--- src/rtl/ids_dma_ctrl_if.sv ---
// ids_dma_ctrl_if: DMEM bus between the DMA master and the arbitrated SRAM port.
interface ids_dma_ctrl_if;
  logic        o_req;
  logic        i_gnt;
  logic [31:0] o_addr;
  logic        o_read;
  logic        o_write;
  logic [3:0]  o_size;
  logic [31:0] o_din;
  logic [31:0] i_dout;
  modport master (output o_req, o_addr, o_read, o_write, o_size, o_din, input i_gnt, i_dout);
  modport slave  (input o_req, o_addr, o_read, o_write, o_size, o_din, output i_gnt, i_dout);
endinterface

--- src/rtl/ids_dma_ctrl.sv ---
// ids_dma_ctrl: DMEM word-copy DMA master (read/write alternation under arbiter grant).
// IDS_DMA_FILL_EN adds a fill mode that writes a latched constant instead of copying.
module ids_dma_ctrl #(
  parameter int LEN_W = 16
) (
  input  logic             i_clk,
  input  logic             i_rst_n,
  input  logic             i_start,
  input  logic [31:0]      i_src_addr,
  input  logic [31:0]      i_dst_addr,
  input  logic [LEN_W-1:0] i_len,
  input  logic             i_abort,
`ifdef IDS_DMA_FILL_EN
  input  logic             i_fill,
  input  logic [31:0]      i_fill_data,
`endif
  output logic             o_busy,
  output logic             o_done,
  output logic [LEN_W-1:0] o_remaining,
  ids_dma_ctrl_if.master   io_mem
);
  typedef enum logic [2:0] {IDLE, RD, RD_DATA, WR, DONE} state_t;
  state_t           r_state;
  logic [31:0]      r_src, r_dst, r_buf, r_addr;
  logic [LEN_W-1:0] r_rem;
  logic             r_busy, r_done, r_req, r_read, r_write, r_fill;
  logic [LEN_W-1:0] w_rem_dec;
  logic [31:0]      w_src_inc, w_dst_inc;
  assign w_rem_dec = r_rem - LEN_W'(1);
  assign w_src_inc = r_src + 32'd4;
  assign w_dst_inc = r_dst + 32'd4;
  always_ff @(posedge i_clk or negedge i_rst_n) begin
    if (!i_rst_n) begin
      r_state <= IDLE;
      r_src   <= '0;
      r_dst   <= '0;
      r_buf   <= '0;
      r_addr  <= '0;
      r_rem   <= '0;
      r_busy  <= 1'b0;
      r_done  <= 1'b0;
      r_req   <= 1'b0;
      r_read  <= 1'b0;
      r_write <= 1'b0;
      r_fill  <= 1'b0;
    end else begin
      r_done <= 1'b0;
      case (r_state)
        IDLE: if (i_start) begin
          r_src  <= i_src_addr;
          r_dst  <= i_dst_addr;
          r_rem  <= i_len;
          r_busy <= 1'b1;
`ifdef IDS_DMA_FILL_EN
          r_fill <= i_fill;
          if (i_fill) r_buf <= i_fill_data;
`else
          r_fill <= 1'b0;
`endif
          if (i_len == '0) begin
            r_state <= DONE;
            r_done  <= 1'b1;
          end
`ifdef IDS_DMA_FILL_EN
          else if (i_fill) begin
            r_state <= WR;
            r_req   <= 1'b1;
            r_write <= 1'b1;
            r_addr  <= i_dst_addr;
          end
`endif
          else begin
            r_state <= RD;
            r_req   <= 1'b1;
            r_read  <= 1'b1;
            r_addr  <= i_src_addr;
          end
        end
        RD: if (i_abort) begin
          r_state <= IDLE;
          r_busy  <= 1'b0;
          r_req   <= 1'b0;
          r_read  <= 1'b0;
        end else if (io_mem.i_gnt) begin
          r_state <= RD_DATA;
          r_req   <= 1'b0;
          r_read  <= 1'b0;
        end
        RD_DATA: begin
          // SRAM data is valid here whether or not the bus is still ours
          r_buf <= io_mem.i_dout;
          if (i_abort) begin
            r_state <= IDLE;
            r_busy  <= 1'b0;
          end else begin
            r_state <= WR;
            r_req   <= 1'b1;
            r_write <= 1'b1;
            r_addr  <= r_dst;
          end
        end
        WR: begin
          if (io_mem.i_gnt) begin
            r_rem <= w_rem_dec;
            r_dst <= w_dst_inc;
            if (!r_fill) r_src <= w_src_inc;
          end
          // a granted write in the abort cycle still lands and is counted
          if (i_abort) begin
            r_state <= IDLE;
            r_busy  <= 1'b0;
            r_req   <= 1'b0;
            r_write <= 1'b0;
          end else if (io_mem.i_gnt) begin
            if (w_rem_dec == '0) begin
              r_state <= DONE;
              r_done  <= 1'b1;
              r_req   <= 1'b0;
              r_write <= 1'b0;
            end else if (r_fill) begin
              r_addr <= w_dst_inc;
            end else begin
              r_state <= RD;
              r_read  <= 1'b1;
              r_write <= 1'b0;
              r_addr  <= w_src_inc;
            end
          end
        end
        DONE: begin
          r_state <= IDLE;
          r_busy  <= 1'b0;
        end
        default: r_state <= IDLE;
      endcase
    end
  end
  assign o_busy         = r_busy;
  assign o_done         = r_done;
  assign o_remaining    = r_rem;
  assign io_mem.o_req   = r_req;
  assign io_mem.o_read  = r_read;
  assign io_mem.o_write = r_write;
  assign io_mem.o_addr  = r_addr;
  assign io_mem.o_din   = r_buf;
  assign io_mem.o_size  = 4'b1111;
endmodule

--- src/flat_wrapper.sv ---
// flat-port wrapper written by rule: the top's interface ports become plain ports
module ids_dma_ctrl_flat 
#(
  parameter int LEN_W = 16
)
  (i_clk, i_rst_n, i_start, i_src_addr, i_dst_addr, i_len, i_abort, o_busy, o_done, o_remaining, io_mem_o_req, io_mem_o_addr, io_mem_o_read, io_mem_o_write, io_mem_o_size, io_mem_o_din, io_mem_i_gnt, io_mem_i_dout);
  ids_dma_ctrl_if io_mem_i ();
  input  logic i_clk;
  input  logic i_rst_n;
  input  logic i_start;
  input  logic [31:0] i_src_addr;
  input  logic [31:0] i_dst_addr;
  input  logic [LEN_W-1:0] i_len;
  input  logic i_abort;
  output logic o_busy;
  output logic o_done;
  output logic [LEN_W-1:0] o_remaining;
  output wire logic [$bits(io_mem_i.o_req)-1:0] io_mem_o_req;
  output wire logic [$bits(io_mem_i.o_addr)-1:0] io_mem_o_addr;
  output wire logic [$bits(io_mem_i.o_read)-1:0] io_mem_o_read;
  output wire logic [$bits(io_mem_i.o_write)-1:0] io_mem_o_write;
  output wire logic [$bits(io_mem_i.o_size)-1:0] io_mem_o_size;
  output wire logic [$bits(io_mem_i.o_din)-1:0] io_mem_o_din;
  input wire logic [$bits(io_mem_i.i_gnt)-1:0] io_mem_i_gnt;
  input wire logic [$bits(io_mem_i.i_dout)-1:0] io_mem_i_dout;
  assign io_mem_o_req = io_mem_i.o_req;
  assign io_mem_o_addr = io_mem_i.o_addr;
  assign io_mem_o_read = io_mem_i.o_read;
  assign io_mem_o_write = io_mem_i.o_write;
  assign io_mem_o_size = io_mem_i.o_size;
  assign io_mem_o_din = io_mem_i.o_din;
  assign io_mem_i.i_gnt = io_mem_i_gnt;
  assign io_mem_i.i_dout = io_mem_i_dout;
  ids_dma_ctrl #(.LEN_W(LEN_W)) u_core (.i_clk(i_clk), .i_rst_n(i_rst_n), .i_start(i_start), .i_src_addr(i_src_addr), .i_dst_addr(i_dst_addr), .i_len(i_len), .i_abort(i_abort), .o_busy(o_busy), .o_done(o_done), .o_remaining(o_remaining), .io_mem(io_mem_i));
endmodule
--- config.mk ---
export PLATFORM = sky130hd
export DESIGN_NAME = ids_dma_ctrl_flat
export DESIGN_NICKNAME = d
export VERILOG_FILES = /design/src/rtl/ids_dma_ctrl_if.sv /design/src/rtl/ids_dma_ctrl.sv /design/src/flat_wrapper.sv
export SDC_FILE = /design/constraint.sdc
export NUM_CORES = 1
export LEC_CHECK = 0
export CAP_MARGIN = 30
export CELL_PAD_IN_SITES_DETAIL_PLACEMENT = 1
export CELL_PAD_IN_SITES_GLOBAL_PLACEMENT = 2
export CORE_ASPECT_RATIO = 1.25
export CORE_MARGIN = 1.5
export CORE_UTILIZATION = 30
export CTS_CLUSTER_SIZE = 10
export DETAILED_ROUTE_END_ITERATION = 8
export PLACE_DENSITY = 0.93
export SYNTH_ARGS = -nofsm -noshare
export SYNTH_HDL_FRONTEND = slang
export SYNTH_SLANG_ARGS = --single-unit
--- constraint.sdc ---
create_clock -name i_clk -period 3.61 [get_ports i_clk]
set_input_delay 0.5415 -clock i_clk [delete_from_list [all_inputs] [get_ports i_clk]]
set_output_delay 0.5415 -clock i_clk [all_outputs]
set_load 0.005 [all_outputs]
Yosys cells after proc, flatten, opt, wreduce, memory -nomap -nowiden
Index checks and enable logic that the tools add are counted.
{ "classes": {"reduce_logical": 17, "eq_ne": 14, "n_mux": 48, "addsub": 3} }
{ "op_table": {"columns": ["cell", "n"], "rows": [
  ["two-way mux 32 bit", 10],
  ["one-hot mux 32 bit (2 select lines)", 2],
  ["one-hot mux 32 bit (3 select lines)", 1],
  ["adder 32 x 3 -> 32 bit (second input constant)", 2],
  ["zero test 16 bit", 2],
  ["two-way mux 16 bit", 2],
  ["one-hot mux 16 bit (2 select lines)", 1],
  ["two-way mux 3 bit", 7],
  ["AND reduction 7 bit", 3],
  ["two-way mux 1 bit", 18],
  ["subtractor 16 x 1 -> 16 bit (second input constant)", 1],
  ["!= test 2 bit (second input constant)", 6],
  ["one-hot mux 3 bit (4 select lines)", 1],
  ["AND reduction 3 bit", 4],
  ["nonzero test 3 bit", 3],
  ["== test 3 x 2 -> 1 bit (second input constant)", 2],
  ["!= test 3 bit (second input constant)", 2],
  ["one-hot mux 1 bit (3 select lines)", 2],
  ["one-hot mux 1 bit (2 select lines)", 2],
  ["one-hot mux 1 bit (4 select lines)", 1],
  ["nonzero test 2 bit", 2],
  ["nonzero test 4 bit", 1],
  ["== test 3 x 1 -> 1 bit (second input constant)", 1],
  ["== test 3 bit (second input constant)", 1],
  ["5 further kinds", 5]
]} }
{ "totals": {"regBits": 152, "input_bits": 117, "out_inout_bits": 89, "wordCells": 93} }

Logic depth before layout (Yosys ltp)
Gate-level depths: netlist of run 1.
{ "depth": {"depth_word": 6, "ltp_mapped": 11} }

Least setup slack after synthesis of run 1
Ideal clock, no wire load.
{ "synth_path": {"kind": "reg2reg", "startpoint": "register u_core.r_rem[0] (netlist: u_core.o_remaining[0])", "endpoint": "register u_core.r_addr[18] (netlist: u_core.io_mem.o_addr[18])", "slack_ns": 0.841, "stages_incl_launch_ff": 12, "required_time_ns": 3.485, "arrival_time_ns": 2.643, "path_cell_list": "dfrtp_1 > inv_1 > ha_1 > or3b_2 > clkbuf_1 > nand2_1 > a31oi_1 > o221a_1 > a31o_4 > nor2_8 > buf_12 > mux2_4"} }
{ "synth_via": {"elab_chain_len": 4} }
{ "synth_lines": {"columns": ["element", "line", "text"], "rows": [
  ["start, declared", "ids_dma_ctrl.sv:25", "logic [LEN_W-1:0] r_rem;"],
  ["start signal, assigned", "ids_dma_ctrl.sv:52", "r_rem <= i_len;"],
  ["start signal, assigned", "ids_dma_ctrl.sv:104", "r_rem <= w_rem_dec;"],
  ["subtractor 16 x 1 -> 16 bit", "ids_dma_ctrl.sv:29", "assign w_rem_dec = r_rem - LEN_W'(1);"],
  ["zero test 16 bit", "ids_dma_ctrl.sv:115", "if (w_rem_dec == '0) begin"],
  ["!= test 2 bit (no source line)", null, null],
  ["AND reduction 7 bit (no source line)", null, null],
  ["end signal, assigned", "ids_dma_ctrl.sv:76", "r_addr <= i_src_addr;"],
  ["end signal, assigned", "ids_dma_ctrl.sv:121", "r_addr <= w_dst_inc;"],
  ["end signal, assigned", "ids_dma_ctrl.sv:126", "r_addr <= w_src_inc;"],
  ["end, declared", "ids_dma_ctrl.sv:24", "logic [31:0] r_src, r_dst, r_buf, r_addr;"]
]} }
No other way between the ends.
A chain may end at the register's enable or synchronous reset.

Final worst setup path of run 1
{ "layout_path": {"startpoint": "register u_core.r_rem[1] (netlist: u_core.o_remaining[1])", "endpoint": "register u_core.r_addr[0] (netlist: u_core.io_mem.o_addr[0])"} }
The elaborated chain is that of the path after synthesis.

==> results of run 1 <==
==> flip-flops by register name, summed over array words and instances, names as in the netlist <==
| name | count |
|---|---|
| u_core.io_mem.o_req | 1 |
| u_core.io_mem.o_din | 32 |
| u_core.o_remaining | 16 |
| u_core.r_dst | 32 |
| u_core.o_done | 1 |
| u_core.r_src | 32 |
| u_core.r_state | 3 |
| u_core.io_mem.o_addr | 32 |
| u_core.o_busy | 1 |
| u_core.io_mem.o_write | 1 |
| u_core.io_mem.o_read | 1 |
==> routing by layer <==
metal	vias to the layer above	GRT usage [%]	wire length, µm	share of wire, %
li1	4003	-	-	-
met5	-	0	0	0
met1	4137	25.7	13100	42
met4	0	7.09	785	2.5
met2	184	36.1	15900	51
met3	38	3.71	1230	4.0
==> synth_stat cells (2+ instances only) <==
cell	number
o32ai_1	2
buf_12	2
xnor2_1	15
mux2_4	12
o22ai_1	24
nand3_1	45
xor2_1	17
dfrtp_1	152
nor2_1	108
o31ai_1	6
buf_1	5
inv_1	18
a32oi_1	3
nand4_1	12
nor3_1	19
nor3b_1	8
nor4_1	8
a31o_2	2
o211ai_1	3
and4b_1	2
mux2_2	39
buf_4	4
a22oi_1	10
and2_1	6
a211oi_1	9
nand2_1	97
nor2b_1	5
o21ai_0	99
mux2i_1	14
ha_1	4
and3_1	18
buf_2	3
clkbuf_1	69
a31oi_1	9
and4_1	10
o22a_1	5
a21o_1	4
a21oi_1	137
==> logic make-up (layout without fill, tap and decap cells) <==
group                    count (synthesis)  count (layout)  share of synthesized area [%]
AND/OR/NAND/NOR                        347             347                           18.8
AO/OA/AOI/OAI                          324             324                           21.0
flip-flops                             152             152                           42.9
buffers and inverters                  102             268                           4.98
multiplexers                            65              65                           8.57
XOR/XNOR                                32              32                           3.16
adder cells (fa/ha/maj)                  4               4                          0.565
other                                    1               4                         0.0423
==> worst register-to-register path, delay by kind of cell (launching register included) <==
family,cells,cell delay [ps]
AND/OR/NAND/NOR,3,1190
AO/OA/AOI/OAI,3,700
adder cells (fa/ha/maj),1,270
buffers and inverters,1,120
flip-flops,1,440
multiplexers,1,430
==> layout by cell type, fill, tap and decap left out, types with 8 or more instances in the layout <==
cell	Yosys	final
clkdlybuf4s50_1	0	200
dfrtp_1	152	151
a21oi_1	137	136
nor2_1	108	107
o21ai_0	99	99
nand2_1	97	95
nand3_1	45	45
mux2_2	39	39
o22ai_1	24	24
nor3_1	19	19
inv_1	18	18
and3_1	18	18
xor2_1	17	17
clkbuf_16	0	17
xnor2_1	15	15
mux2i_1	14	14
buf_4	4	14
nand4_1	12	12
mux2_4	12	12
and4_1	10	10
a22oi_1	10	10
a31oi_1	9	9
a211oi_1	9	9
nor4_1	8	8
nor3b_1	8	8
==> power groups by stage <==
stage	clock [mW]	sequential (mW)	combinational, mW
after floorplan	0	3.19	2.52
after global placement	0	3.45	4.15
after detailed placement	0	3.50	4.25
after CTS	1.95	3.48	4.27
after global routing	2.01	3.64	4.64
final	1.90	3.48	4.22
==> worst max-delay path by stage <==
stage / start / endpoint / slack (ps) / depth (start not counted)
2_1_floorplan: u_core.o_remaining[0] / u_core.io_mem.o_addr[18] / 840 / 11
3_3_place_gp: u_core.o_remaining[0] / u_core.io_mem.o_addr[1] / 410 / 9
3_5_place_dp: u_core.o_remaining[1] / u_core.io_mem.o_addr[0] / 350 / 9
4_1_cts: u_core.o_remaining[1] / u_core.io_mem.o_addr[0] / 340 / 9
5_1_grt: u_core.o_remaining[1] / u_core.io_mem.o_addr[2] / 180 / 9
6_report: u_core.o_remaining[1] / u_core.io_mem.o_addr[0] / 350 / 9
==> metrics by stage <==
step | power (mW) | setup slack (ps)
6_report | 9.60 | 348
2_1_floorplan | 5.71 | 841
3_3_place_gp | 7.60 | 412
5_1_grt | 10.3 | 175
4_1_cts | 9.71 | 342
3_5_place_dp | 7.76 | 355
==> layout make-up <==
type                    count  area, µm²
clock inverters            11        146
clock buffers              21        470
inverters                  18       67.6
repair buffers            218       2180
flip-flops and latches    152       3800
multi-input cells         776       4650
fillers                  3381      17400
well taps                 396        495
==> impl_results.md, run 1 <==
* Status: finished clean
* Sw Share at between 30 and 40%
* Die W at between 150 and 200 µm
* RSZ-0062 raised after global routing: no
* Switching power at roughly 3.7 mW
* Top FF cell, synth: dfrtp_1
* Cell taking the most area after synthesis: dfrtp_1
* Clock power frac at 19.8%
* Port bufs at 201
* Worst path bufs/invs at 1
* Post-synth EDFFs at 0
* Vias after detailed routing at 8,362
* Maximum vdd ir drop at about 380 µV
* Seq/Total Area, Yosys at a little over two fifths
* Critical path launch point type: flip-flop
* Worst-Margin Slew at between 1000 and 1500 ps
* WS Path Type: reg2reg
* Synth-to-Final Area Change at 33.3%
* Drt first pass iters at 4
* Wire per inst at between 15 and 20 µm
* Final GP Congestion at 0.833
* Sum of negative setup slack at 0 ps
* Async SR Flop Fraction at 100%
* CTS tree: built
* Sequential power share at 36.3%
* Placed Cells at between 1,500 and 2,000
* Synth Instances at ~1,000
* Largest net degree at the start of global routing at 83
* 1st-iter DRT viols at 415
* Share of total power in combinational logic at 43.9%
* Vias per cell at 5.25
* Crit share post-route at between 90% and 100%
* Clock slew at reported path FFs at around 70 ps
* Syn_area_per_cell at between 8 and 9 µm²
* CP top delay family: simple AND/OR/NAND/NOR gates
* Routed Antenna Nets at 0
* Yosys warns at 0
* Fmax achieved at between 300 and 400 MHz
* Global route overflow at 0
* Post-place instance area at 11,200 µm²
* Final HPWL DP at about 22 mm
* CTS HTree Levels at 4
* Final core occ at between 40% and 50%
* CP Cell Sequence: inv_1 > ha_1 > or3b_2 > nand2_1 > a31oi_1 > o221a_1 > a31o_4 > nor2_8 > mux2_2
* Final Hold Fails at 0
* Total CTS buffers at 17
* Die Y at 195 µm
* GR Util All Layers at between 20% and 30%
* Die ar. at between 30,000 and 40,000 µm²
* Share of the synthesized area in the top cell type at a little over two fifths
* LEAKAGE at roughly 4.6 nW
* Diode count at 0
* CTS sink cnt at ~150
* Net total in the final layout at between 1,000 and 1,500
* Clock Latency Late Sink at about 430 ps
* FP Rows at 70
* Ports at 206
* Clock tree buffer depth at 2
* First-pass GRT wire length at approximately 49 mm
* P per Cell Area at 813 nW/µm²
* Tightest Hold Check Type: in2async
* Share of layout cells above drive strength 1 at 9.53%
* RR Startpoint: u_core.o_remaining[1]
* Post-route non-filler standard cell count at 1,592
* Worst Path Required at slightly below 4000 ps
* Post-CTS sizing at 0
* Data arrival time of the critical path at 3580 ps
* Slew Viols, Final at 0
* Max incr delay on CP at 550 ps
* Worst reg2reg endpoint: u_core.io_mem.o_addr[0]
* FF-to-FF setup slack at around 350 ps
* Drt total wl at roughly 31 mm
* # Post-CTS Setup Buffers at 0
* Final worst path period need at 3260 ps
* Setup Skew at about 10 ps
* Final Hold Slack at about 140 ps
* Cts hold-fix bufs at 0
* Clock Tree Root: clkbuf_16
* CP endpoint kind: flip-flop
* Post-synth cell types at 60
* Max Fanout on Critical Path at 27
* Synth top area cells: dfrtp_1 (43%), a21oi_1 (7.7%), o21ai_0 (5.6%)
* Core area at between 20,000 and 30,000 µm²
* # DRC at 0
* Count of final setup violators at 0
* R2R depth at 9
* Vias in the first global route at around 9,000
* Initial antenna violation count at 0
* Internal power at a little under 6 mW
* CP max stage cell: or3b_2
* Initial core utilization at a little under a third
* Synthesized flop and latch total at ~150
* # Max-Cap Violations at 0
* Final instance area at roughly 12,000 µm²
* Rel. slew slack at between 30% and 40%
* Synth Cell Area at a little under 9000 µm²
Note: power is estimated with default switching activity, not from simulation.
==> run 2: changes to the inputs <==
--- a/config.mk
+++ b/config.mk
@@ -5,6 +5,7 @@
 export SDC_FILE = /design/constraint.sdc
 export NUM_CORES = 1
 export LEC_CHECK = 0
+export ABC_CLOCK_PERIOD_IN_PS = 3610
 export CAP_MARGIN = 30
 export CELL_PAD_IN_SITES_DETAIL_PLACEMENT = 1
 export CELL_PAD_IN_SITES_GLOBAL_PLACEMENT = 2
==> results of run 2 <==
The final DEF is identical to that of run 1; final timing and power are the same.
==> run 3: changes to the inputs <==
--- a/config.mk
+++ b/config.mk
@@ -15,6 +15,7 @@
 export CTS_CLUSTER_SIZE = 10
 export DETAILED_ROUTE_END_ITERATION = 8
 export PLACE_DENSITY = 0.93
+export SLEW_MARGIN = 20
 export SYNTH_ARGS = -nofsm -noshare
 export SYNTH_HDL_FRONTEND = slang
 export SYNTH_SLANG_ARGS = --single-unit
==> impl_results.md, run 3 (synthesized netlist as in run 1, its figures left out) <==
* RSZ-0062 raised after global routing: no
* P per Cell Area at approximately 810 nW/µm²
* # Max-Cap Violations at 0
* 1st-iter DRT viols at 335
* Slew Viols, Final at 0
* Drt first pass iters at 4
* Data arrival time of the critical path at around 3600 ps
* Worst reg2reg endpoint: u_core.io_mem.o_addr[2]
* Worst-Margin Slew at between 900 and 1000 ps
* # DRC at 0
* Clock Tree Root: clkbuf_16
* CTS HTree Levels at 4
* LEAKAGE at 4.64 nW
* CP endpoint kind: flip-flop
* CTS sink cnt at roughly 150
* Die Y at between 150 and 200 µm
* Total CTS buffers at 17
* Wire per inst at a little under 20 µm
* Core area at approximately 29,000 µm²
* R2R depth at 9
* Rel. slew slack at between 30% and 40%
* RR Startpoint: u_core.o_remaining[1]
* Port bufs at roughly 200
* Cts hold-fix bufs at 0
* Setup ws final at 349 ps
* Initial core utilization at around 30%
* Global route overflow at 0
* Setup Skew at about 9.2 ps
* Diode count at 0
* Clock Latency Late Sink at 430 ps
* Drt total wl at ~31 mm
* Die ar. at 30,600 µm²
* Final GP Congestion at about 0.83
* Place WS at between 300 and 400 ps
* CTS tree: built
* GR Util All Layers at slightly above 20%
* Tightest Hold Check Type: in2async
* Max Fanout on Critical Path at 27
* Worst Path Required at 3930 ps
* Post-CTS sizing at 0
* Largest net degree at the start of global routing at between 80 and 90
* Status: finished clean
* Leading cell type in the layout, fill and taps excluded: clkdlybuf4s50_1
* First-pass GRT wire length at 49.5 mm
* Vias in the first global route at 8,775
* Fmax achieved at 307 MHz
* Initial antenna violation count at 0
* Die W at approximately 160 µm
* Net total in the final layout at ~1,300
* Vias per cell at 5.24
* WS Path Type: reg2reg
* Synth-to-Final Area Change at 33.4%
* Ports at 206
* Clock tree buffer depth at 2
* Final HPWL DP at ~22 mm
* Maximum vdd ir drop at roughly 380 µV
* Most frequent cells in the layout: clkdlybuf4s50_1 (200), dfrtp_1 (151), a21oi_1 (136)
* # Post-CTS Setup Buffers at 0
* FF-to-FF setup slack at 350 ps
* Crit share post-route at 90.3%
* Final worst path period need at ~3300 ps
* Critical path launch point type: flip-flop
* Count of final setup violators at 0
* Routed Antenna Nets at 0
* FP Rows at 70
* Clock slew at reported path FFs at roughly 70 ps
* Final Hold Fails at 0
* Critical Path Source: u_core.o_remaining[1]
* Vias after detailed routing at 8,354
* Share of layout cells above drive strength 1 at 9.61%
* Sum of negative setup slack at 0 ps
[run 3: cell types whose count changed in the layout (fill, tap and decap cells not counted), sizes merged]
cell  previous run  this run
buf             18        19
[run 3: layer usage]
layer / part of all wire, % / wire (µm) / track usage (%) / up-vias
met5: 0 / 0 / 0 / -
met4: 2.4 / 750 / 7.09 / 0
met3: 4.2 / 1310 / 3.71 / 31
met1: 42 / 12900 / 25.7 / 4141
li1: - / - / - / 4003
met2: 51 / 15900 / 36.1 / 179
[run 3: where the power goes]
| part | internal (mW) | switching (mW) |
|---|---|---|
| sequential | 2.54 | 0.947 |
| combinational | 2.20 | 2.02 |
| clock | 1.14 | 0.756 |
[run 3: worst max-delay path by stage]
stage / to / slack (ps) / depth (start not counted)
2_1_floorplan: u_core.io_mem.o_addr[18] / 840 / 11
3_3_place_gp: u_core.io_mem.o_addr[1] / 410 / 9
3_5_place_dp: u_core.io_mem.o_addr[0] / 350 / 9
4_1_cts: u_core.io_mem.o_addr[0] / 340 / 9
5_1_grt: u_core.io_mem.o_addr[2] / 170 / 9
6_report: u_core.io_mem.o_addr[2] / 350 / 9
[run 3: cell type report]
cell class,instances,area (µm²)
inverters,18,67.6
well taps,396,495
clock buffers,21,470
clock inverters,11,146
flip-flops and latches,152,3800
fillers,3382,17300
repair buffers,219,2190
multi-input cells,776,4650
[run 3: metrics by stage]
step / hold WS (ps) / util, % / cells / instance area (µm²) / power [mW]
4_1_cts: 170 / 40.5 / 1592 / 11800 / 9.71
5_1_grt: 183 / 40.5 / 1593 / 11800 / 10.3
6_report: 139 / 40.5 / 1593 / 11800 / 9.60
3_5_place_dp: 465 / 38.4 / 1560 / 11200 / 7.76
3_3_place_gp: 458 / 38.4 / 1560 / 11200 / 7.60
2_1_floorplan: 246 / - / 1030 / 8880 / 5.71
[run 3: critical path: stages, from the launching register on]
cell	delay (ps)
dfrtp_1	440
inv_1	120
ha_1	270
or3b_2	550
nand2_1	110
a31oi_1	90
o221a_1	310
a31o_4	300
nor2_8	530
mux2_2	410
